`src/rtl/fifo_pkg.sv`:
```
// Shared definitions for the async FIFO and its read-side packer.
package fifo_pkg;

    localparam int FIFO_WIDTH = 4;
    localparam int FIFO_BEATS = 4;

    typedef enum logic {
        FILL = 1'b0,
        HOLD = 1'b1
    } rd_state_e;

endpackage

```
`src/rtl/fifo_rd_timeout.sv`:
```
// Idle counter for the read packer; hit_o acts as an automatic flush request.
// Compiled only when FIFO_RD_PACK_TIMEOUT_EN is defined.
`ifdef FIFO_RD_PACK_TIMEOUT_EN
module fifo_rd_timeout #(
    parameter int TIMEOUT = 8
) (
    input  logic clk_i,
    input  logic rst_i,
    input  logic run_i,
    output logic hit_o
);

    localparam int CW = $clog2(TIMEOUT + 1);

    logic [CW-1:0] cnt_q;
    logic          at_limit;

    // Fires on the TIMEOUT-th consecutive idle cycle; saturates until run_i drops.
    assign at_limit = (cnt_q == CW'(TIMEOUT - 1));
    assign hit_o    = run_i && at_limit;

    always_ff @(posedge clk_i or posedge rst_i) begin
        if (rst_i) begin
            cnt_q <= '0;
        end else if (!run_i) begin
            cnt_q <= '0;
        end else if (!at_limit) begin
            cnt_q <= cnt_q + 1'b1;
        end
    end

endmodule
`endif

```
`src/rtl/fifo_rd_packer.sv`:
```
// Pops FIFO entries and packs BEATS of them into one valid/ready output word.
// FIFO_RD_PACK_TIMEOUT_EN adds an idle-timeout auto-flush of partial words.
module fifo_rd_packer
    import fifo_pkg::*;
#(
    parameter int WIDTH   = FIFO_WIDTH,
    parameter int BEATS   = FIFO_BEATS,
    parameter int TIMEOUT = 8,
    parameter int CNT_W   = $clog2(BEATS + 1)
) (
    input  logic                   rd_clk_i,
    input  logic                   reset_i,
    input  logic                   fifo_empty_i,
    input  logic [WIDTH-1:0]       fifo_rdata_i,
    output logic                   fifo_rd_en_o,
    input  logic                   flush_i,
    output logic                   m_valid_o,
    input  logic                   m_ready_i,
    output logic [WIDTH*BEATS-1:0] m_data_o,
    output logic [CNT_W-1:0]       m_count_o,
    output logic                   busy_o
);

    localparam int DW = WIDTH * BEATS;

    rd_state_e        state_q, state_d;
    logic [CNT_W-1:0] captured_q, captured_d;
    logic [CNT_W-1:0] count_q, count_d;
    logic             pending_q, pending_d;
    logic             flush_pend_q, flush_pend_d;
    logic [DW-1:0]    data_q, data_d;
    logic [CNT_W-1:0] fill_lvl;
    logic             rd_en;
    logic             flush_req;
    logic             timeout_hit;

`ifdef FIFO_RD_PACK_TIMEOUT_EN
    logic idle_run;

    assign idle_run = (state_q == FILL) && (captured_q != '0) && !pending_q;

    fifo_rd_timeout #(
        .TIMEOUT(TIMEOUT)
    ) u_timeout (
        .clk_i(rd_clk_i),
        .rst_i(reset_i),
        .run_i(idle_run),
        .hit_o(timeout_hit)
    );
`else
    logic unused_timeout;

    assign unused_timeout = ^TIMEOUT;
    assign timeout_hit    = 1'b0;
`endif

    // Beats already owned by this word, including one still in flight from the FIFO.
    assign fill_lvl = captured_q + CNT_W'(pending_q);
    assign rd_en    = !reset_i && (state_q == FILL) && !fifo_empty_i
                      && (fill_lvl < CNT_W'(BEATS)) && !flush_pend_q;

    always_comb begin
        state_d      = state_q;
        captured_d   = captured_q;
        count_d      = count_q;
        pending_d    = rd_en;
        flush_pend_d = flush_pend_q;
        data_d       = data_q;
        flush_req    = 1'b0;
        case (state_q)
            FILL: begin
                if (pending_q) begin
                    for (int b = 0; b < BEATS; b++) begin
                        if (captured_q == CNT_W'(b)) data_d[b*WIDTH +: WIDTH] = fifo_rdata_i;
                    end
                    captured_d = captured_q + 1'b1;
                end
                flush_req = flush_pend_q || ((flush_i || timeout_hit) && (fill_lvl != '0));
                // A completing capture wins over a flush: the word goes out full.
                if (pending_q && (captured_q == CNT_W'(BEATS - 1))) begin
                    state_d      = HOLD;
                    count_d      = CNT_W'(BEATS);
                    flush_pend_d = 1'b0;
                end else if (flush_req && !pending_q) begin
                    state_d      = HOLD;
                    count_d      = captured_q;
                    flush_pend_d = 1'b0;
                end else if (flush_req) begin
                    flush_pend_d = 1'b1;
                end
            end
            HOLD: begin
                if (m_ready_i) begin
                    state_d    = FILL;
                    captured_d = '0;
                    count_d    = '0;
                    data_d     = '0;
                end
            end
            default: state_d = FILL;
        endcase
    end

    always_ff @(posedge rd_clk_i or posedge reset_i) begin
        if (reset_i) begin
            state_q      <= FILL;
            captured_q   <= '0;
            count_q      <= '0;
            pending_q    <= 1'b0;
            flush_pend_q <= 1'b0;
            data_q       <= '0;
        end else begin
            state_q      <= state_d;
            captured_q   <= captured_d;
            count_q      <= count_d;
            pending_q    <= pending_d;
            flush_pend_q <= flush_pend_d;
            data_q       <= data_d;
        end
    end

    assign fifo_rd_en_o = rd_en;
    assign m_valid_o    = (state_q == HOLD);
    assign m_data_o     = data_q;
    assign m_count_o    = count_q;
    assign busy_o       = (captured_q != '0) || pending_q;

endmodule
```
`config.mk`:
```
export PLATFORM = sky130hd
export DESIGN_NAME = fifo_rd_packer
export DESIGN_NICKNAME = d
export VERILOG_FILES = /design/src/rtl/fifo_pkg.sv /design/src/rtl/fifo_rd_timeout.sv /design/src/rtl/fifo_rd_packer.sv
export SDC_FILE = /design/constraint.sdc
export NUM_CORES = 1
export LEC_CHECK = 0
export CORE_MARGIN = 3
export CORE_UTILIZATION = 52
export DETAILED_ROUTE_END_ITERATION = 7
export PLACE_DENSITY = 0.88
export SYNTH_ARGS = -nofsm -noshare
export SYNTH_HDL_FRONTEND = slang
export SYNTH_SLANG_ARGS = --single-unit
```
`constraint.sdc`:
```
create_clock -name rd_clk_i -period 2.8 [get_ports rd_clk_i]
set_clock_uncertainty 0.15 [all_clocks]
set_input_delay 0.84 -clock rd_clk_i [delete_from_list [all_inputs] [get_ports rd_clk_i]]
set_output_delay 0.84 -clock rd_clk_i [all_outputs]
set_load 0.03 [all_outputs]
```
== Word-level counts from Yosys, hierarchy flattened ==
Cells that the tools add are included.

* Bits in registers: 25
* Latch bits: 0
* Memory bits (writable): 0
* Bits in read-only memories: 0
* Bits of input ports: 9
* Output and inout port bits: 22
* Logic and storage cells: 67
* Memories: 0

* Add/sub/neg operators: 2
* Multipliers: 0
* Div/mod/pow operators: 0
* Magnitude comparators: 1
* Equality and inequality tests: 10
* Shifts and indexed selects: 0
* Muxes and demuxes: 20
* Bitwise operators: 1
* Reductions and logical operators: 24

{| class="wikitable"
|+ Operators with widths
! cell !! number
|-
| 2-to-1 mux 16 bit || 2
|-
| case mux 16 bit (2 select lines) || 1
|-
| 2-to-1 mux 4 bit || 4
|-
| 2-to-1 mux 3 bit || 4
|-
| case mux 3 bit (2 select lines) || 2
|-
| AND reduction 3 bit || 4
|-
| nonzero test 3 bit || 3
|-
| != test 2 x 1 -> 1 bit (second input constant) || 4
|-
| logical AND 1 bit || 7
|-
| == test 3 x 2 -> 1 bit (second input constant) || 2
|-
| 2-to-1 mux 1 bit || 6
|-
| AND reduction 2 bit || 3
|-
| logical NOT 1 bit || 4
|-
| != test 2 bit (second input constant) || 2
|-
| adder 3 x 1 -> 3 bit || 1
|-
| adder 3 x 1 -> 3 bit (second input constant) || 1
|-
| == test 3 x 1 -> 1 bit (second input constant) || 1
|-
| logical NOT 3 bit || 1
|-
| < comparator 3 bit (second input constant) || 1
|-
| != test 3 x 1 -> 1 bit (second input constant) || 1
|-
| logical OR 1 bit || 2
|-
| case mux 1 bit (2 select lines) || 1
|-
| NOT 1 bit || 1
|}

== Longest topological paths before layout ==
Gate-level depths: netlist of the first run.

* Word-level depth: 8
* Mapped depth: 7
* Depth with buffers taken out: 6

== Least setup slack after synthesis of the first run ==
No wires, ideal clock.

* Path kind: in2out
* Start: in reset_i
* End: out fifo_rd_en_o
* Arrival time: 1.741 ns
* Data required time: 1.810 ns
* Setup slack: 0.069 ns
* Cell stages on the path: 2
* Buffers on the path: 0
* Cells stage by stage: or4_1 > nor2_1

* Longest elaborated chain between the ends: 5

{| class="wikitable"
|+ RTL lines
! what !! RTL line !! RTL
|-
| start: declaration || fifo_rd_packer.sv:12 || <nowiki>input logic reset_i,</nowiki>
|-
| logical NOT 1 bit (no line) || n/a ||
|-
| logical AND 1 bit (2 in series) || fifo_rd_packer.sv:59 || <nowiki>assign rd_en = !reset_i && (state_q == FILL) && !fifo_empty_i</nowiki>
|-
| logical AND 1 bit (2 in series) || fifo_rd_packer.sv:60 || <nowiki>&& (fill_lvl < CNT_W'(BEATS)) && !flush_pend_q;</nowiki>
|-
| end: declaration || fifo_rd_packer.sv:15 || <nowiki>output logic fifo_rd_en_o,</nowiki>
|}

No other way between the ends.

== Worst setup path after layout of the first run ==
Ends and elaborated chain as after synthesis.

==> impl_metrics.py, run 1 <==
metrics = {
    "status": {
        "status": "completed",
    },
    "setup_path": {
        "reg2reg_from": "captured_q[0]",
        "start_kind": "primary input",
        "worst-setup-path-type": "primary input to primary output",
        "crit_path_max_fanout": 2,
        "r2r.worst_path.cells": 6,
        "cp_data_required_time_ns": 1.81,
        "end_kind": "primary output",
        "rrSetupSlack_ns": 0.82,
        "cp.arrival_ns": 1.76,
        "r2r_end": "m_count_o[0]",
    },
    "synth": {
        "syn_area_mm2": 0.00131,
        "avgSynthCellArea_um2": 10.4,
        "synth_area_leaders": "dfrtp_1, ha_1, mux2i_1",
        "synth_most_common_cell": "dfrtp_1",
        "synthArstFlopShare": 1.00,
        "syn-num-nets": 142,
        "synth_common_cells": "dfrtp_1, nand2_1, o21ai_0",
        "ys_seq_area_frac": 0.478,
        "synth_cell_types": 29,
        "netlist.area_leader.share": 0.478,
        "synth_edf_count": 0,
        "synth_ff_type": "dfrtp_1",
        "ys_seq_elements": 25,
        "ys_warn_count": 0,
        "synthCells": 126,
        "yosys.area.top_type": "dfrtp_1",
    },
    "hold_path": {
        "min_to": "m_data_o[2]",
        "hold_depth": 2,
        "hp-start": "m_data_o[2]",
        "hold_class": "flop to flop",
    },
    "placed_design": {
        "post-place-ws_ns": -0.218,
        "port_buffers": 30,
        "hpwl_um": 2210,
        "gp_congestion": 0.784,
        "place_inst": 184,
    },
    "layout": {
        "multi_input_area_um2": 637,
        "final-seq-area_um2": 627,
        "fin_cells": 190,
        "drive_above_1_share": 0.136,
        "final_net_count": 179,
        "fill_cells": 164,
        "syn_to_final_growth_pct": 29.6,
        "num_antenna_cells": 0,
    },
    "routing": {
        "drtAntennaViolNets": 0,
        "drc_errors": 0,
        "vias": 1061,
        "routedWlPerCell_um": 15.8,
        "firstDrtPassIters": 4,
        "avgViaCountPerCell": 5.58,
        "met2_length_um": 1510,
        "drt_iter0_markers": 8,
        "wl_um": 2990,
        "wl_met3_um": 96,
        "routed.top_layer": "met4",
        "met1_length_um": 1350,
    },
    "sta": {
        "layout_setup_ws_ns": 0.0465,
        "period_share": 0.983,
        "whs_ns": 0.358,
        "finalHoldViolCount": 0,
        "drv_slew": 0,
        "slew_headroom": 0.651,
        "min_period_ns": 2.75,
        "setup_viol": 0,
        "tightest_slew_ns": 0.522,
        "max_freq_mhz": 363,
    },
    "clock_tree": {
        "cts_buffers": 3,
        "cts_root_buf": "clkbuf_4",
        "hold_buffers": 0,
        "cts_max_level": 1,
        "cts_tree": "yes",
        "clkTransAtPathRegs_ns": 0.15,
        "cts_num_sinks": 25,
        "clk_latency_ns": 0.32,
        "cts.path.max_buffers": 2,
    },
    "pwr": {
        "vdd_drop_max_v": 0.000713,
        "powerDensity_mw_per_mm2": 1070,
        "p_leak_nw": 0.816,
        "p_total_mw": 1.82,
    },
    "floorplan": {
        "die_area_mm2": 0.00316,
        "rows": 17,
        "core-area_mm2": 0.00230,
        "initial_core_util": 0.570,
        "ios": 31,
        "die_height_um": 56.2,
        "die-width_um": 56.2,
    },
    "grt": {
        "track_usage": 0.207,
        "antenna_found_initial": 0,
        "grt_remaining_overflow": 0,
        "grt_max_degree": 26,
        "grt_pass1_vias": 1083,
        "grt_pass1_wl_um": 5140,
    },
    "flow_run": {
        "drv_cap": 0,
    },
}
## timing repair
item                       4_1_cts  5_1_grt
resized for setup                6        2
cloned                           0        0
setup endpoints to repair        2        1
pin swaps                        2        1
setup buffers                    0        2
## stage by stage
| step | instance area, um^2 | setup TNS, ns | util |
|---|---|---|---|
| 6_report | 1700 | 0 | 0.739 |
| 5_1_grt | 1700 | -0.0356 | 0.739 |
| 4_1_cts | 1680 | 0 | 0.729 |
| 3_5_place_dp | 1640 | -0.218 | 0.715 |
| 3_3_place_gp | 1640 | -0.198 | 0.715 |
| 2_1_floorplan | 1310 | 0 | - |
## critical path: stages
cell	delay [ns]
dlygate4sd2_1	0.24
or4_1	0.41
nor2_2	0.13
buf_6	0.14
## routing by layer
layer  global-route usage  up-vias
met3               0.0278        4
met2                0.332       21
met5                    0        -
met4               0.0847        0
met1                0.281      522
li1                     -      514
## how the worst max path moves through the flow
stage,from,endpoint,depth (start not counted)
after detailed placement,reset_i,fifo_rd_en_o,4
after floorplan,reset_i,fifo_rd_en_o,2
after global routing,reset_i,fifo_rd_en_o,4
after CTS,reset_i,fifo_rd_en_o,4
final,reset_i,fifo_rd_en_o,4
after global placement,reset_i,fifo_rd_en_o,4
## placed cells by master, fill, tap and decap left out, drive strengths merged
cell type / instances
xor2: 1
nor3: 1
nor2b: 2
nand2b: 8
clkinv: 1
o2bb2ai: 1
a211oi: 1
a21boi: 1
nand3: 2
nor2: 4
o22ai: 7
a21oi: 1
nor3b: 1
dlygate4sd2: 2
a32o: 2
clkdlybuf4s15: 1
o31ai: 1
dfrtp: 25
a21o: 1
o22a: 1
nand2: 22
buf: 8
inv: 5
clkdlybuf4s50: 26
o21ai: 15
clkbuf: 3
xnor2: 2
nor4: 1
ha: 7
mux2i: 8
or4: 1
## kinds of logic (layout without fill, tap and decap cells)
| group | Yosys count | after routing | share of synthesized area |
|---|---|---|---|
| and+or+nand+nor | 42 | 42 | 0.167 |
| AOI/OAI and AO/OA | 31 | 31 | 0.163 |
| DFF | 25 | 25 | 0.478 |
| buffers and inverters | 10 | 46 | 0.0430 |
| muxes | 8 | 8 | 0.0612 |
| adders and majority gates | 7 | 7 | 0.0669 |
| xor gates and xnor gates | 3 | 3 | 0.0201 |
## flip-flops by register name, summed over array words and instances, names as in the netlist
signal	count
flush_pend_q	1
m_count_o	3
captured_q	3
m_data_o	16
m_valid_o	1
pending_q	1
## power by group
part           internal, mW  leakage, nW  switching, mW
clock                0.0535       0.0177          0.112
combinational         0.447        0.473          0.608
sequential            0.486        0.325          0.112
total                 0.987        0.816          0.832
## cell type report
cell class,instances,share of cell area
well taps,28,0.0206
repair buffers,37,0.207
clock inverters,1,0.00295
clock buffers,3,0.0133
inverters,5,0.0111
flip-flops and latches,25,0.369
multi-input cells,91,0.375
No activity file was read; power rests on OpenSTA's default activity.
==> run 2: changes to the inputs <==
Settings changed: ABC_AREA from default to 0.
==> results of run 2 <==
The final DEF is identical to that of run 1; final timing and power are the same.
